### src/rtl/sprite_pkg.sv
// Shared types for the sprite byte-stream link: the record layout, its byte
// count on the wire, and the transmitter FSM states.
package sprite_pkg;

   localparam int SPRITE_RECORD_BYTES = 6;

   typedef struct packed {
      logic [7:0]  id;
      logic [15:0] x;
      logic [15:0] y;
      logic [7:0]  scale;
   } sprite_record_t;

   typedef enum logic [2:0] {
      RESYNC_LO,
      RESYNC_HI,
      IDLE,
      SEND_LO,
      SEND_HI,
      GAP_LO,
      GAP_HI
   } sprite_tx_state_t;

   // Wire order: id, x hi, x lo, y hi, y lo, scale.
   function automatic logic [7:0] sprite_byte(input sprite_record_t rec, input logic [2:0] idx);
      logic [7:0] b;
      case (idx)
         3'd0:    b = rec.id;
         3'd1:    b = rec.x[15:8];
         3'd2:    b = rec.x[7:0];
         3'd3:    b = rec.y[15:8];
         3'd4:    b = rec.y[7:0];
         3'd5:    b = rec.scale;
         default: b = 8'h00;
      endcase
      return b;
   endfunction

endpackage

### src/rtl/sprite_stream_tx_if.sv
// Record input port of the sprite transmitter.
// A record transfers on a rising clock edge where rec_valid && rec_ready; the
// master holds rec_valid and the fields steady until that edge.
interface sprite_stream_tx_if;
   logic        rec_valid;
   logic        rec_ready;
   logic [7:0]  rec_id;
   logic [15:0] rec_x;
   logic [15:0] rec_y;
   logic [7:0]  rec_scale;

   modport master (output rec_valid, rec_id, rec_x, rec_y, rec_scale, input rec_ready);
   modport slave  (input rec_valid, rec_id, rec_x, rec_y, rec_scale, output rec_ready);
endinterface

### src/rtl/sprite_record_fifo.sv
// Synchronous FIFO of sprite records; pointers carry one extra wrap bit so
// full and empty are distinguishable without a counter.
module sprite_record_fifo
   import sprite_pkg::*;
#(
   parameter int DEPTH = 4
) (
   input  logic           clk,
   input  logic           rst,
   input  logic           i_push,
   input  sprite_record_t i_data,
   output logic           o_full,
   input  logic           i_pop,
   output sprite_record_t o_data,
   output logic           o_empty
);

   localparam int AW = $clog2(DEPTH);

   sprite_record_t r_mem [DEPTH];
   logic [AW:0]    r_wr_ptr;
   logic [AW:0]    r_rd_ptr;
   logic           w_do_push;
   logic           w_do_pop;

   assign o_empty   = (r_wr_ptr == r_rd_ptr);
   assign o_full    = (r_wr_ptr[AW] != r_rd_ptr[AW]) && (r_wr_ptr[AW-1:0] == r_rd_ptr[AW-1:0]);
   assign w_do_push = i_push && !o_full;
   assign w_do_pop  = i_pop && !o_empty;
   assign o_data    = r_mem[r_rd_ptr[AW-1:0]];

   always_ff @(posedge clk or posedge rst) begin
      if (rst) begin
         r_wr_ptr <= '0;
         r_rd_ptr <= '0;
      end else begin
         if (w_do_push) r_wr_ptr <= r_wr_ptr + (AW+1)'(1);
         if (w_do_pop)  r_rd_ptr <= r_rd_ptr + (AW+1)'(1);
      end
   end

   always_ff @(posedge clk) begin
      if (w_do_push) r_mem[r_wr_ptr[AW-1:0]] <= i_data;
   end

endmodule

### src/rtl/sprite_stream_tx.sv
// Sprite stream transmitter: queues records and serialises each one as six
// strobed bytes, with a resync pulse after reset and optional gap pulses.
module sprite_stream_tx
   import sprite_pkg::*;
#(
   parameter int CLK_DIV    = 4,
   parameter int FIFO_DEPTH = 4,
   parameter int GAP_PULSES = 1
) (
   input  logic             clock,
   input  logic             reset,
   sprite_stream_tx_if.slave rec,
   output logic             data_clk,
   output logic             enqueue_en,
   output logic [7:0]       enqueue_data,
   output logic             busy,
   output logic [15:0]      records_sent,
   output sprite_tx_state_t dbg_state
);

   localparam int PW = $clog2(CLK_DIV);
   localparam int GW = (GAP_PULSES > 1) ? $clog2(GAP_PULSES) : 1;
   localparam logic [PW-1:0] PHASE_LAST = PW'(CLK_DIV - 1);
   localparam logic [GW-1:0] GAP_LAST   = GW'((GAP_PULSES > 0) ? GAP_PULSES - 1 : 0);
   localparam logic [2:0]    LAST_IDX   = 3'(SPRITE_RECORD_BYTES - 1);

   sprite_tx_state_t r_state, w_state_nx;
   logic [PW-1:0]    r_phase, w_phase_nx;
   logic [2:0]       r_idx, w_idx_nx;
   logic [GW-1:0]    r_gap, w_gap_nx;
   sprite_record_t   r_rec;
   logic [15:0]      r_sent;
   logic             r_data_clk, r_en;
   logic [7:0]       r_data;
   logic             w_pop, w_sent_inc, w_phase_done, w_sending;
   logic             w_full, w_empty;
   sprite_record_t   w_fifo_in, w_fifo_out;

   assign w_fifo_in     = {rec.rec_id, rec.rec_x, rec.rec_y, rec.rec_scale};
   assign rec.rec_ready = !w_full;

   sprite_record_fifo #(.DEPTH(FIFO_DEPTH)) u_fifo (
      .clk     (clock),
      .rst     (reset),
      .i_push  (rec.rec_valid),
      .i_data  (w_fifo_in),
      .o_full  (w_full),
      .i_pop   (w_pop),
      .o_data  (w_fifo_out),
      .o_empty (w_empty)
   );

   assign w_phase_done = (r_phase == PHASE_LAST);
   assign w_sending    = (r_state == SEND_LO) || (r_state == SEND_HI);

   always_comb begin
      w_state_nx = r_state;
      w_phase_nx = w_phase_done ? '0 : r_phase + PW'(1);
      w_idx_nx   = r_idx;
      w_gap_nx   = r_gap;
      w_pop      = 1'b0;
      w_sent_inc = 1'b0;
      case (r_state)
         RESYNC_LO: if (w_phase_done) w_state_nx = RESYNC_HI;
         RESYNC_HI: if (w_phase_done) w_state_nx = IDLE;
         IDLE: begin
            w_phase_nx = '0;
            if (!w_empty) begin
               w_pop      = 1'b1;
               w_idx_nx   = '0;
               w_state_nx = SEND_LO;
            end
         end
         SEND_LO: if (w_phase_done) w_state_nx = SEND_HI;
         SEND_HI: begin
            if (w_phase_done) begin
               if (r_idx != LAST_IDX) begin
                  w_idx_nx   = r_idx + 3'd1;
                  w_state_nx = SEND_LO;
               end else begin
                  w_sent_inc = 1'b1;
                  if (GAP_PULSES > 0) begin
                     w_gap_nx   = '0;
                     w_state_nx = GAP_LO;
                  end else if (!w_empty) begin
                     w_pop      = 1'b1;
                     w_idx_nx   = '0;
                     w_state_nx = SEND_LO;
                  end else begin
                     w_state_nx = IDLE;
                  end
               end
            end
         end
         GAP_LO: if (w_phase_done) w_state_nx = GAP_HI;
         GAP_HI: begin
            if (w_phase_done) begin
               if (r_gap != GAP_LAST) begin
                  w_gap_nx   = r_gap + GW'(1);
                  w_state_nx = GAP_LO;
               end else if (!w_empty) begin
                  w_pop      = 1'b1;
                  w_idx_nx   = '0;
                  w_state_nx = SEND_LO;
               end else begin
                  w_state_nx = IDLE;
               end
            end
         end
         default: w_state_nx = RESYNC_LO;
      endcase
   end

   always_ff @(posedge clock or posedge reset) begin
      if (reset) begin
         r_state <= RESYNC_LO;
         r_phase <= '0;
         r_idx   <= '0;
         r_gap   <= '0;
         r_rec   <= '0;
         r_sent  <= '0;
      end else begin
         r_state <= w_state_nx;
         r_phase <= w_phase_nx;
         r_idx   <= w_idx_nx;
         r_gap   <= w_gap_nx;
         if (w_pop)      r_rec  <= w_fifo_out;
         if (w_sent_inc) r_sent <= r_sent + 16'd1;
      end
   end

   // Line outputs are registered one cycle behind the FSM so strobe, enable
   // and byte always move together on the same edge.
   always_ff @(posedge clock or posedge reset) begin
      if (reset) begin
         r_data_clk <= 1'b0;
         r_en       <= 1'b0;
         r_data     <= 8'h00;
      end else begin
         r_data_clk <= (r_state == RESYNC_HI) || (r_state == SEND_HI) || (r_state == GAP_HI);
         r_en       <= w_sending;
         r_data     <= w_sending ? sprite_byte(r_rec, r_idx) : 8'h00;
      end
   end

   assign data_clk     = r_data_clk;
   assign enqueue_en   = r_en;
   assign enqueue_data = r_data;
   assign busy         = (r_state != IDLE) || !w_empty;
   assign records_sent = r_sent;
   assign dbg_state    = r_state;

endmodule

### src/flat_wrapper.sv
// flat-port wrapper written by rule: the top's interface ports become plain ports
module sprite_stream_tx_flat import sprite_pkg::*;
#(
   parameter int CLK_DIV    = 4,
   parameter int FIFO_DEPTH = 4,
   parameter int GAP_PULSES = 1
)
  (clock, reset, data_clk, enqueue_en, enqueue_data, busy, records_sent, dbg_state, rec_rec_valid, rec_rec_id, rec_rec_x, rec_rec_y, rec_rec_scale, rec_rec_ready);
  sprite_stream_tx_if rec_i ();
  input  logic clock;
  input  logic reset;
  output logic data_clk;
  output logic enqueue_en;
  output logic [7:0] enqueue_data;
  output logic busy;
  output logic [15:0] records_sent;
  output sprite_tx_state_t dbg_state;
  input wire logic [$bits(rec_i.rec_valid)-1:0] rec_rec_valid;
  input wire logic [$bits(rec_i.rec_id)-1:0] rec_rec_id;
  input wire logic [$bits(rec_i.rec_x)-1:0] rec_rec_x;
  input wire logic [$bits(rec_i.rec_y)-1:0] rec_rec_y;
  input wire logic [$bits(rec_i.rec_scale)-1:0] rec_rec_scale;
  output wire logic [$bits(rec_i.rec_ready)-1:0] rec_rec_ready;
  assign rec_i.rec_valid = rec_rec_valid;
  assign rec_i.rec_id = rec_rec_id;
  assign rec_i.rec_x = rec_rec_x;
  assign rec_i.rec_y = rec_rec_y;
  assign rec_i.rec_scale = rec_rec_scale;
  assign rec_rec_ready = rec_i.rec_ready;
  sprite_stream_tx #(.CLK_DIV(CLK_DIV), .FIFO_DEPTH(FIFO_DEPTH), .GAP_PULSES(GAP_PULSES)) u_core (.clock(clock), .reset(reset), .rec(rec_i), .data_clk(data_clk), .enqueue_en(enqueue_en), .enqueue_data(enqueue_data), .busy(busy), .records_sent(records_sent), .dbg_state(dbg_state));
endmodule
### config.mk
export PLATFORM = sky130hd
export DESIGN_NAME = sprite_stream_tx_flat
export DESIGN_NICKNAME = d
export VERILOG_FILES = /design/src/rtl/sprite_pkg.sv /design/src/rtl/sprite_stream_tx_if.sv /design/src/rtl/sprite_record_fifo.sv /design/src/rtl/sprite_stream_tx.sv /design/src/flat_wrapper.sv
export SDC_FILE = /design/constraint.sdc
export NUM_CORES = 1
export LEC_CHECK = 0
export ABC_AREA = 0
export BUFFER_PORTS_ARGS = -buffer_cell sky130_fd_sc_hd__clkbuf_2
export CELL_PAD_IN_SITES_DETAIL_PLACEMENT = 1
export CELL_PAD_IN_SITES_GLOBAL_PLACEMENT = 1
export CORE_ASPECT_RATIO = 0.8
export CORE_MARGIN = 5
export CORE_UTILIZATION = 39
export CTS_BUF_LIST = sky130_fd_sc_hd__clkbuf_4 sky130_fd_sc_hd__clkbuf_8 sky130_fd_sc_hd__clkbuf_16
export DETAILED_ROUTE_END_ITERATION = 12
export GPL_ROUTABILITY_DRIVEN = 1
export GPL_TIMING_DRIVEN = 0
export PLACE_DENSITY_LB_ADDON = 0.1
export SYNTH_ARGS = -nofsm -noshare
export SYNTH_HDL_FRONTEND = slang
export SYNTH_HIERARCHICAL = 1
export SYNTH_SLANG_ARGS = --single-unit
### constraint.sdc
create_clock -name clock -period 2.5 [get_ports clock]
set_input_delay 0.25 -clock clock [delete_from_list [all_inputs] [get_ports clock]]
set_output_delay 0.25 -clock clock [all_outputs]
set_load 0.02 [all_outputs]
# Word-level counts from Yosys, hierarchy flattened
# Memories as Yosys holds them, arrays and structs flattened. A register that Yosys moved wholly into a read port is not among the register bits.
# Index checks and enable logic that the tools add are counted.
[op_classes] n_addsub=6 reduce_logical=16 n_eq_ne=27 mux=35
[op_table] cell="case mux 8 bit (6 select lines)" n=1
[op_table] cell="two-way mux 3 bit" n=14
[op_table] cell="case mux 3 bit (7 select lines)" n=1
[op_table] cell="adder 16 x 1 -> 16 bit, second input constant" n=1
[op_table] cell="equality test 3 bit, second input constant" n=5
[op_table] cell="two-way mux 1 bit" n=13
[op_table] cell="equality test 3 x 2 -> 1 bit, second input constant" n=4
[op_table] cell="inequality test 2 x 1 -> 1 bit, second input constant" n=6
[op_table] cell="adder 3 x 1 -> 3 bit, second input constant" n=3
[op_table] cell="case mux 3 bit (3 select lines)" n=1
[op_table] cell="two-way mux 8 bit" n=1
[op_table] cell="inequality test 2 bit, second input constant" n=4
[op_table] cell="AND reduction 7 bit" n=1
[op_table] cell="equality test 3 x 1 -> 1 bit, second input constant" n=2
[op_table] cell="zero test 3 bit" n=2
[op_table] cell="AND reduction 5 bit" n=1
[op_table] cell="logical OR 1 bit" n=4
[op_table] cell="two-way mux 2 bit" n=2
[op_table] cell="case mux 1 bit (2 select lines)" n=2
[op_table] cell="AND reduction 4 bit" n=1
[op_table] cell="equality test 3 bit" n=1
[op_table] cell="logical AND 1 bit" n=3
[op_table] cell="inequality test 3 x 2 -> 1 bit, second input constant" n=1
[op_table] cell="inequality test 3 bit, second input constant" n=1
[op_table] cell="8 further kinds" n=9
[word_totals] elab_cells=95 inputBits=51 out_inout_bits=31 ram_bits=192 n_memories=1 register_bits=41
[mem_list] memory="u_core.u_fifo.r_mem" depth=4 word_bits=48 read_ports=1 rd_ports_with_merged_regs=1 wr=1 line="sprite_record_fifo.sv:20" rtl="sprite_record_t r_mem [DEPTH];"

# Depth between registers and ports, before layout
[depth] word_depth=6 mapped_depth=10

# By module
# Netlist, hierarchy kept.
[by_module_without_submodules] mod="sprite_record_fifo" cells_per_inst=301 seq_area_each_um2=5915.7 n_inst=1 area_per_inst_um2=7427.1
[by_module_without_submodules] mod="sprite_stream_tx" cells_per_inst=289 seq_area_each_um2=2052.0 n_inst=1 area_per_inst_um2=3649.8

# Worst setup path after synthesis
# Ideal clock, no wire load.
[synth_path] kind="reg2reg" from="reg u_core.u_fifo.r_rd_ptr[1]" to="mem u_core/u_fifo/r_mem[3][0] (netlist bit) (enable)" path_buffers=1 setup_slack_ns=-0.224 period_less_slack_ns=2.724 arrival_ns=2.295 stages_incl_launch_ff=4 path_cell_list="dfrtp_1 > buf_2 > xnor2_1 > a31oi_2"
[synth_between] elab_chain_len=6
[synth_lines] element="start, declared" line="sprite_record_fifo.sv:22" rtl="logic [AW:0] r_rd_ptr;"
[synth_lines] element="start signal, assigned" line="sprite_record_fifo.sv:38" rtl="if (w_do_pop) r_rd_ptr <= r_rd_ptr + (AW+1)'(1);"
[synth_lines] element="equality test 2 bit" line="sprite_record_fifo.sv:27" rtl="assign o_full = (r_wr_ptr[AW] != r_rd_ptr[AW]) && (r_wr_ptr[AW-1:0] == r_rd_ptr[AW-1:0]);"
[synth_lines] element="logical AND 1 bit" line="sprite_record_fifo.sv:27"
[synth_lines] element="zero test 1 bit" line="sprite_record_fifo.sv:28" rtl="assign w_do_push = i_push && !o_full;"
[synth_lines] element="logical AND 1 bit" line="sprite_record_fifo.sv:28"
[synth_lines] element="two-way mux 1 bit" line="sprite_record_fifo.sv:43" rtl="if (w_do_push) r_mem[r_wr_ptr[AW-1:0]] <= i_data;"
[synth_lines] element="two-way mux 1 bit (implied by the code)" line="sprite_record_fifo.sv:43"
[synth_lines] element="end, declared" line="sprite_record_fifo.sv:20"
# Every way passes these cells.

# Worst setup path after layout
[layout_path] from="reg u_core.r_idx[2]" to="reg u_core.r_data[6] (netlist: u_core/enqueue_data[6])"
[layout_between] elab_chain_len=3 word_cells_on_any_way=8
[layout_lines] element="start, declared" line="sprite_stream_tx.sv:29" rtl="logic [2:0] r_idx, w_idx_nx;"
[layout_lines] element="start signal, assigned" line="sprite_stream_tx.sv:125" rtl="r_idx <= w_idx_nx;"
[layout_lines] element="equality test 3 bit, or another cell as far along" line="sprite_pkg.sv:27" rtl="case (idx)"
[layout_lines] element="case mux 8 bit (6 select lines) *" line="sprite_pkg.sv:27"
[layout_lines] element="two-way mux 8 bit *" line="sprite_stream_tx.sv:142" rtl="r_data <= w_sending ? sprite_byte(r_rec, r_idx) : 8'h00;"
[layout_lines] element="end signal, assigned" line="sprite_stream_tx.sv:142"
[layout_lines] element="end, declared" line="sprite_stream_tx.sv:34" rtl="logic [7:0] r_data;"
# Mark *: on every way between the ends. The rest lies on a longest branch, timed or not.
# A chain may end at the register's enable or synchronous reset.

==> reports/summary.txt <==
CP Buf/Inv Count - 3
Max Fanout on Critical Path - 10
CP required - 2.88 ns
Max Cap Viol - 0
count leader, synth - edfxtp_1
clock tree sinks - 280
Root Buffer - clkbuf_16
Cell Area, Synth - 0.01108 sq mm
Worst IR Drop VDD - 0.5546 mV
Starting Density - 39.36%
worst-margin pin slew - 0.8970 ns
global-route usage over all layers - 15.67%
final net count - 818
relative slew slack - 40.20%
die height - 160.7 microns
RD Place Congestion - 0.7867
Hold Slack - 0.06815 ns
critical path cell sequence - clkbuf_1 > inv_1 > ha_1 > buf_1 > a222oi_1 > a21oi_1
Die X - 198.4 microns
post-synthesis mux area share - 15.23%
simple-gate share of the synthesized area - 3.976%
hpwl dp - 16.33 mm
Num CTS Buffers - 30
Site Rows - 55
top-area cell type share of the netlist area - 52.05%
DR vias - 5871
routed len/inst - 21.60 microns
area leader, netlist - edfxtp_1
CP Capture Type - flip-flop
Mapped Cells - 590
Final Max Slew Viols - 0
Critical Path Max Stage Delay - 0.56 ns
outcome - complete, no violations
post-synth cell types - 51
R2R Setup Slk - 0.16 ns
synthesized-area fraction occupied by adder cells - 1.355%
minimum clock period - 2.337 ns
Synth warnings - 6
Worst-Skew Late Latency - 0.55 ns
P_leak - 5.040 nW
Cell Pwr Density - 1131 mW/mm^2
Worst Hold Class - in -> reg
Synth Net Count - 653
EDFF count, synth - 192
Post-Synth XOR/XNOR Area - 2.101%
total power - 15.28 mW
critical path's top delay family - buffers and inverters
slowest stage cell, crit path - a222oi_1
post-synthesis compound-gate area fraction - 3.502%
CTS tree - built
Area contributors post-synth - edfxtp_1 (52%), dfrtp_1 (20%), mux4_2 (9.8%), mux2_2 (5.3%), ha_1 (1.4%)
fmax - 427.8 MHz
global-route wire length before repair - 38.81 mm
residual DRC count - 0
critical path class - reg -> reg
startpoint types - flip-flop
total wire length - 24.75 mm
final cycle utilization of the critical path - 93.50%
Starting DRT DRC Count - 264
worst path arrival time - 2.72 ns
Post-CTS Repair Setup Buffers - 0
diode count - 0
share of cells above drive strength 1 - 35.18%
Routed Antenna Nets - 0
antenna violations before repair - 0
vias in the first global route - 6459
GR Overflow Total - 0
Syn-to-layout area delta - 21.97%
IO buf count - 81
#FFs+latches synth - 280
Final Setup Violations - 0
main combinational cell family by area after synthesis - multiplexers
area of the die - 0.03189 sq mm
core area - 0.02815 sq mm
Synth top cells by count - edfxtp_1 (192), dfrtp_1 (88), mux2_2 (52)
Clock transition at path regs - 0.06 ns
largest net degree at the start of global routing - 64
RSZ-0062 raised after global routing - false
Final Hold Viols - 0
syn avg cell area - 18.77 sq um
vias per cell - 5.123
register area share after synthesis - 71.93%
Max clock buf depth - 3
htree depth - 1
clk_skew - 0.01042 ns
first-pass detailed-route iteration total - 5
Post-synth top flop - edfxtp_1
io pins - 82
setup_tns - 0 ns
asr flop ratio synth - 31.43%
-- layer usage --
metal  wire (microns)  GRT usage, %  up-vias  share of wire, %
met3             1003         2.643       37               4.1
li1                 -             -     2647                 -
met1            11190         22.07     3073                45
met2            12010         25.87      114                49
met5                0             0        -                 0
met4              551         3.418        0               2.2
-- final cells by class --
class / instances / area (sq um)
fill: 2640 / 14640
sequential: 280 / 7968
multi-input combinational: 267 / 2939
timing repair buffer: 133 / 970.9
clock buffer: 40 / 873.3
tap: 370 / 462.9
buffer: 27 / 153.9
clock inverter: 13 / 80.08
inverter: 16 / 62.56
-- state kept, by name, indices dropped and copies added, names as in the netlist --
| name | count |
|---|---|
| u_core/u_fifo/r_mem | 192 |
| u_core/records_sent | 16 |
| u_core/r_phase | 2 |
| u_core/enqueue_data | 8 |
| u_core/dbg_state | 3 |
| u_core/r_rec | 48 |
| u_core/data_clk | 1 |
| u_core/r_idx | 3 |
| u_core/u_fifo/r_rd_ptr | 3 |
| u_core/u_fifo/r_wr_ptr | 3 |
| u_core/enqueue_en | 1 |
-- placed cells by master (no fill, tap or decap), types with 10 or more instances in the layout --
| cell type | instances |
|---|---|
| a21oi_1 | 17 |
| buf_2 | 11 |
| clkbuf_16 | 32 |
| clkbuf_2 | 81 |
| dfrtp_1 | 88 |
| dlygate4sd3_1 | 49 |
| edfxtp_1 | 192 |
| ha_1 | 12 |
| inv_1 | 15 |
| mux2_2 | 52 |
| mux4_2 | 48 |
| nand2_1 | 20 |
| nor2_1 | 14 |
| xnor2_1 | 10 |
| xor2_1 | 10 |
-- worst paths after layout --
check | startpoint | cells after the start | end
min in group asynchronous | reset | 3 | u_core/u_fifo/r_wr_ptr[2]$_DFFE_PP0P_
worst max register to register | u_core/r_idx[2]$_DFFE_PP0P_ | 6 | u_core/enqueue_data[6]$_DFF_PP0_
worst min register to register | u_core/r_phase[0]$_DFF_PP0_ | 1 | u_core/r_phase[0]$_DFF_PP0_
worst max-delay path | u_core/r_idx[2]$_DFFE_PP0P_ | 6 | u_core/enqueue_data[6]$_DFF_PP0_
max in group asynchronous | reset | 4 | u_core/data_clk$_DFF_PP0_
worst min-delay path | rec_rec_valid | 3 | u_core/u_fifo/r_wr_ptr[0]$_DFFE_PP0P_
-- timing repair --
item | 4_1_cts | 5_1_grt
gates cloned | 0 | 0
endpoints found under the setup margin | 4 | 3
hold buffers | 49 | 0
endpoints found under the hold margin | 217 | 0
resized for setup | 1 | 3
-- where the power goes --
group	total, mW	switching, mW	internal, mW
clock network	4.19	1.75	2.44
logic	4.33	2.34	1.99
registers	6.76	0.535	6.22
-- cell families (layout without fill, tap and decap cells) --
kind of cell,after synthesis,after routing
XOR/XNOR,24,24
buffers and inverters,43,229
multiplexers,102,102
AO/OA/AOI/OAI,54,54
flip-flops,280,280
AND/OR/NAND/NOR,75,75
adder cells (fa/ha/maj),12,12
-- worst reg2reg max path, cell delays in order (launching register included) --
cell	delay [ns]
dfrtp_1	0.34
clkbuf_1	0.43
inv_1	0.22
ha_1	0.25
buf_1	0.22
a222oi_1	0.57
a21oi_1	0.15
-- through the flow --
stage | std cells | worst slack [ns] | cell area, sq um | util, %
6_report | 1146 | 0.1626 | 13510 | 48.00
5_1_grt | 1146 | 0.07000 | 13510 | 48.00
4_1_cts | 1146 | 0.01392 | 13500 | 47.95
3_5_place_dp | 1044 | -0.08530 | 12050 | 42.80
3_3_place_gp | 1041 | -0.9488 | 11960 | 42.49
2_1_floorplan | 590 | 0.1416 | 11090 | -
(Power assumes the default switching activity.)
